**src/rtl/rr_arbiter4.sv**
```systemverilog
// rr_arbiter4 -- 4-requester round-robin arbiter with a registered one-hot
// grant, a binary grant index and a grant-valid flag.
//
// Optional feature: define ARB_HOLD_LIMIT_EN to cap how long one holder may
// keep the grant (HOLD_MAX consecutive cycles) while others are waiting.
// Without the macro the holder keeps the grant for as long as it requests.
//
// The winner search is split into one cell per requester (rr_arb_lane).
// Each cell decides on its own whether it is the first active request in
// rotated order from a given base index. The top level only encodes the
// one-hot result and runs the IDLE/GRANT state machine.

// One requester's slice of the rotated priority search.
module rr_arb_lane #(
  parameter int IDX = 0
) (
  input  logic [3:0] req,
  input  logic [1:0] base,
  output logic       win
);

  logic [1:0] my_dist;
  logic [1:0] dj;
  logic       blocked;

  // This lane wins when it requests and no requester sits closer to base.
  always_comb begin
    my_dist = 2'(IDX) - base;
    blocked = 1'b0;
    dj      = 2'd0;
    for (int j = 0; j < 4; j++) begin
      dj = 2'(j) - base;
      if (req[j] && (dj < my_dist)) blocked = 1'b1;
    end
    win = req[IDX] && !blocked;
  end

endmodule

module rr_arbiter4 #(
  parameter int HOLD_MAX = 8
) (
  input  logic       clk,
  input  logic       rst,
  input  logic [3:0] req,
  output logic [3:0] gnt,
  output logic [1:0] gnt_idx,
  output logic       gnt_valid
);

  localparam int NUM_LANES = 4;

  typedef enum logic {
    IDLE  = 1'b0,
    GRANT = 1'b1
  } state_t;

  // Catch out-of-range hold limits at elaboration rather than in silicon.
  generate
    if (HOLD_MAX < 2 || HOLD_MAX > 255) begin : g_bad_hold_max
      $error("rr_arbiter4: HOLD_MAX must be in 2..255");
    end
  endgenerate

  state_t     state;
  logic [1:0] ptr;
`ifdef ARB_HOLD_LIMIT_EN
  logic [7:0] hold_cnt;
`endif

  logic [1:0]           base;
  logic [3:0]           cand;
  logic [NUM_LANES-1:0] win_oh;
  logic [1:0]           win_idx;
  logic                 any_win;
  logic                 hold_req;

  // Search base and candidate set. While granted, the search starts just
  // past the holder and the holder itself is masked out, so the same result
  // serves both a release hand-off and a forced rotation.
  always_comb begin
    if (state == GRANT) begin
      base = gnt_idx + 2'd1;
      cand = req & ~gnt;
    end else begin
      base = ptr;
      cand = req;
    end
  end

  genvar gi;
  generate
    for (gi = 0; gi < NUM_LANES; gi++) begin : g_lane
      rr_arb_lane #(.IDX(gi)) u_lane (
        .req  (cand),
        .base (base),
        .win  (win_oh[gi])
      );
    end
  endgenerate

  // One-hot winner to binary index.
  always_comb begin
    win_idx = 2'd0;
    for (int i = 0; i < NUM_LANES; i++) begin
      if (win_oh[i]) win_idx = 2'(i);
    end
    any_win = |win_oh;
  end

  assign hold_req = req[gnt_idx];

  // Arbiter state machine with registered grant outputs.
  always_ff @(posedge clk or posedge rst) begin
    if (rst) begin
      state     <= IDLE;
      ptr       <= 2'd0;
      gnt       <= 4'b0000;
      gnt_idx   <= 2'd0;
      gnt_valid <= 1'b0;
`ifdef ARB_HOLD_LIMIT_EN
      hold_cnt  <= 8'd0;
`endif
    end else begin
      case (state)
        IDLE: begin
          // gnt_idx intentionally keeps the last winner while idle.
          if (any_win) begin
            gnt       <= win_oh;
            gnt_idx   <= win_idx;
            gnt_valid <= 1'b1;
            state     <= GRANT;
`ifdef ARB_HOLD_LIMIT_EN
            hold_cnt  <= 8'd0;
`endif
          end
        end
        GRANT: begin
          if (!hold_req) begin
            // Holder released: priority moves past it, hand off with no bubble.
            ptr <= gnt_idx + 2'd1;
            if (any_win) begin
              gnt     <= win_oh;
              gnt_idx <= win_idx;
`ifdef ARB_HOLD_LIMIT_EN
              hold_cnt <= 8'd0;
`endif
            end else begin
              gnt       <= 4'b0000;
              gnt_valid <= 1'b0;
              state     <= IDLE;
            end
          end else begin
`ifdef ARB_HOLD_LIMIT_EN
            if (hold_cnt == 8'(HOLD_MAX - 1)) begin
              // Hold budget spent: rotate only if someone else is waiting,
              // otherwise keep the grant with the counter parked at the limit.
              if (any_win) begin
                ptr      <= gnt_idx + 2'd1;
                gnt      <= win_oh;
                gnt_idx  <= win_idx;
                hold_cnt <= 8'd0;
              end
            end else begin
              hold_cnt <= hold_cnt + 8'd1;
            end
`endif
          end
        end
        default: state <= IDLE;
      endcase
    end
  end

endmodule

```
**config.mk**
```make
export PLATFORM = sky130hd
export DESIGN_NAME = rr_arbiter4
export DESIGN_NICKNAME = d
export VERILOG_FILES = /design/src/rtl/rr_arbiter4.sv
export SDC_FILE = /design/constraint.sdc
export NUM_CORES = 1
export LEC_CHECK = 0
export CAP_MARGIN = 25
export CORE_MARGIN = 5
export CORE_UTILIZATION = 52
export CTS_BUF_LIST = sky130_fd_sc_hd__clkbuf_16
export CTS_CLUSTER_SIZE = 28
export DETAILED_ROUTE_END_ITERATION = 10
export GPL_TIMING_DRIVEN = 0
export HOLD_SLACK_MARGIN = 0.12
export PLACE_DENSITY = 0.78
export SLEW_MARGIN = 20
export SYNTH_ARGS = -nofsm -noshare
export SYNTH_HDL_FRONTEND = slang
export SYNTH_HIERARCHICAL = 1
export SYNTH_SLANG_ARGS = --single-unit
```
**constraint.sdc**
```tcl
create_clock -name clk -period 3.38 [get_ports clk]
set_input_delay 0.507 -clock clk [delete_from_list [all_inputs] [get_ports clk]]
set_output_delay 0.507 -clock clk [all_outputs]
set_load 0.1 [all_outputs]
```
==> metrics.md <==
| Metric | Value |
|---|---|
| CTS tree | `yes` |
| Slew Viols, Final | `0` |
| Via count | `769` |
| Xor/xnor share of the synthesized area | `1.05%` |
| CTS max path bufs | `2` |
| Status | `finished clean` |
| Largest family of logic cells by synthesized area | `compound AO/OA/AOI/OAI gates` |
| Hold Buf Count CTS | `0` |
| Critical Path AT | `3.25 ns` |
| Setup violations, final | `0` |
| Simple-gate portion of the synthesized area | `20.2%` |
| Post-synthesis mux area share | `7.65%` |
| Synthesis Warnings | `6` |
| DR pass1 iterations | `4` |
| Vias in the first global route | `746` |
| Synth area leaders | `dfrtp_1 (30%), ha_1 (6.0%), a221o_1 (3.6%)` |
| Crit. End Element | `register` |
| Final cycle utilization of the critical path | `91.0%` |
| Fmax | `325 MHz` |
| Synth Area per Inst | `9.38 um2` |
| TritonCTS Buffers | `3` |
| RSZ-0062 raised after global routing | `no` |
| Distinct cells, synth | `41` |
| Die W | `50.1 um` |
| Core footprint | `1510 um2` |
| Post-Syn Instances | `89` |
| Initial antenna violation count | `0` |
| Total global routing track utilization | `17.9%` |
| # resized after CTS | `0` |
| Setup_tns | `0 ns` |
| CTS Sinks | `10` |
| Setup CP Type | `register to register` |
| Diode count | `0` |
| Most common library cell in the layout ignoring fill and taps | `clkdlybuf4s50_1` |
| Post-synthesis compound-gate area fraction | `29.2%` |
| Area Growth Syn to Fin | `26.2%` |
| Top Ports | `13` |
| Starting Density | `55.4%` |
| Clk Latency, worst-skew pair | `0.24 ns` |
| Routed WL | `2.01 mm` |
| Cell row count | `14` |
| DR WL/cell | `16.6 um` |
| Post-synthesis adder-cell area fraction | `6.00%` |
| Number of synthesized flops with an enable pin | `0` |
| Gr ovfl total | `0` |
| DR iter-0 viols | `35` |
| Synthesized Nets | `99` |
| Met2 usage | `27.0%` |
| IO buf count | `12` |
| Most used DFF post-synth | `dfrtp_1` |
| Slew @ Worst Pin | `0.971 ns` |
| Most frequent cells in the layout | `clkdlybuf4s50_1 (12), dfrtp_1 (10), inv_1 (7)` |
| Nets@finish | `116` |
| Non-Filler Instances | `121` |
| Root Driver | `clkbuf_16` |
| Post-CTS Setup Bufs | `0` |
| Placed cells | `117` |
| Drt drc | `0` |
| Tmin final | `3.08 ns` |
| Req. time, crit path | `3.56 ns` |
| FFs w/ async S/R, synth | `100%` |
| Post-DRT Antenna Nets | `0` |
| Worst Skew | `0.00107 ns` |
| GR Util met3 | `5.12%` |
| Routability cong. | `0.899` |
| Synthesized area | `835 um2` |
| Final hold vios | `0` |
| Share of the synthesized area in the top cell type | `30.0%` |
| Largest net degree at the start of global routing | `11` |
| DIE HEIGHT | `50.1 um` |
| Dominant cell type by area after synthesis | `dfrtp_1` |
| Vias per Instance | `6.36` |
| GR Layer Usage met1 | `21.9%` |
| Sequential area share after synthesis | `30.0%` |
| Clk slew on worst S/H paths | `0.04 ns` |
| First-pass GRT wire length | `3.42 mm` |
| H-tree levels | `1` |
| Startpoint types | `register` |
| Finished Cell Area | `1050 um2` |
| Die Area | `2510 um2` |
| Dpl hpwl | `1.43 mm` |
| Share of cells above drive strength 1 | `12.4%` |
| Max Cap Viol | `0` |
| Hold_ws | `0.515 ns` |
| Synth Register Bits | `10` |
| Busiest grt layer | `met2` |
| CP max FO | `10` |
| Placement Cell Area | `975 um2` |
| Hold crit path type | `register to register` |
| Slew margin rel. | `35.1%` |
==> worst max-delay path, cell delays in order (launching register included) <==
cell      delay, ns
dfrtp_1        0.50
clkbuf_1       0.35
nor2_1         0.07
a21oi_1        0.40
inv_1          0.13
ha_1           0.30
a22oi_1        0.08
and3_1         0.28
nor4_2         0.51
a32o_1         0.27
a221o_1        0.12
==> metrics by stage <==
step | worst slack, ns | util [%]
6_report | 0.303 | 69.9
5_1_grt | 0.147 | 69.9
4_1_cts | 0.358 | 69.9
3_5_place_dp | 0.371 | 64.7
3_3_place_gp | 0.416 | 64.7
2_1_floorplan | 0.108 | -
==> synthesized netlist by cell type (2+ instances only) <==
cell and n:
a32o_1 3, a21boi_0 3, inv_1 7, a221o_1 3, nor2b_1 2, nand2b_1 3
and3b_1 3, ha_1 4, a22oi_1 2, dfrtp_1 10, nor2_1 4, nand4b_1 2
o21ai_0 4, a21oi_1 5, buf_4 2, nand2_1 4, and3_1 2, mux2i_1 3
==> worst paths after layout <==
kind | from | endpoint | cells after the start | slack (ns)
min in group asynchronous | rst | state | 2 | 0.55
max in group asynchronous | rst | ptr[1] | 2 | 2.55
setup reg to reg | state | gnt[3] | 10 | 0.30
hold reg to reg | ptr[0] | ptr[0] | 2 | 0.51
hold / removal | ptr[0] | ptr[0] | 2 | 0.51
setup / recovery | state | gnt[3] | 10 | 0.30
==> metal layers <==
layer / wire (um) / share of wire, %
met5: 0 / 0
met4: 51 / 2.5
met3: 90 / 4.5
met2: 964 / 48
met1: 907 / 45
==> sequential cells by signal, summed over array words and instances, names as in the netlist <==
register   flops
gnt            4
ptr            2
gnt_valid      1
gnt_idx        2
state          1
==> kinds of logic after synthesis <==
kind of cell	count (synthesis)
xor+xnor	1
mux	5
simple gates	26
fa+ha+maj	4
flops	10
buf+inv	11
compound gates	32
==> layout make-up <==
cell class              instances  area [um2]
multi-input cells              68         536
fillers                       111         453
flip-flops and latches         10         250
repair buffers                 12         120
clock buffers                   3        75.1
inverters                       8        30.0
well taps                      16        20.0
plain buffers                   3        18.8
clock inverters                 1        3.75
Power is left out: the tool's default activity adds up to more than one toggle a clock period on the data nets, which glitch-free logic cannot reach.
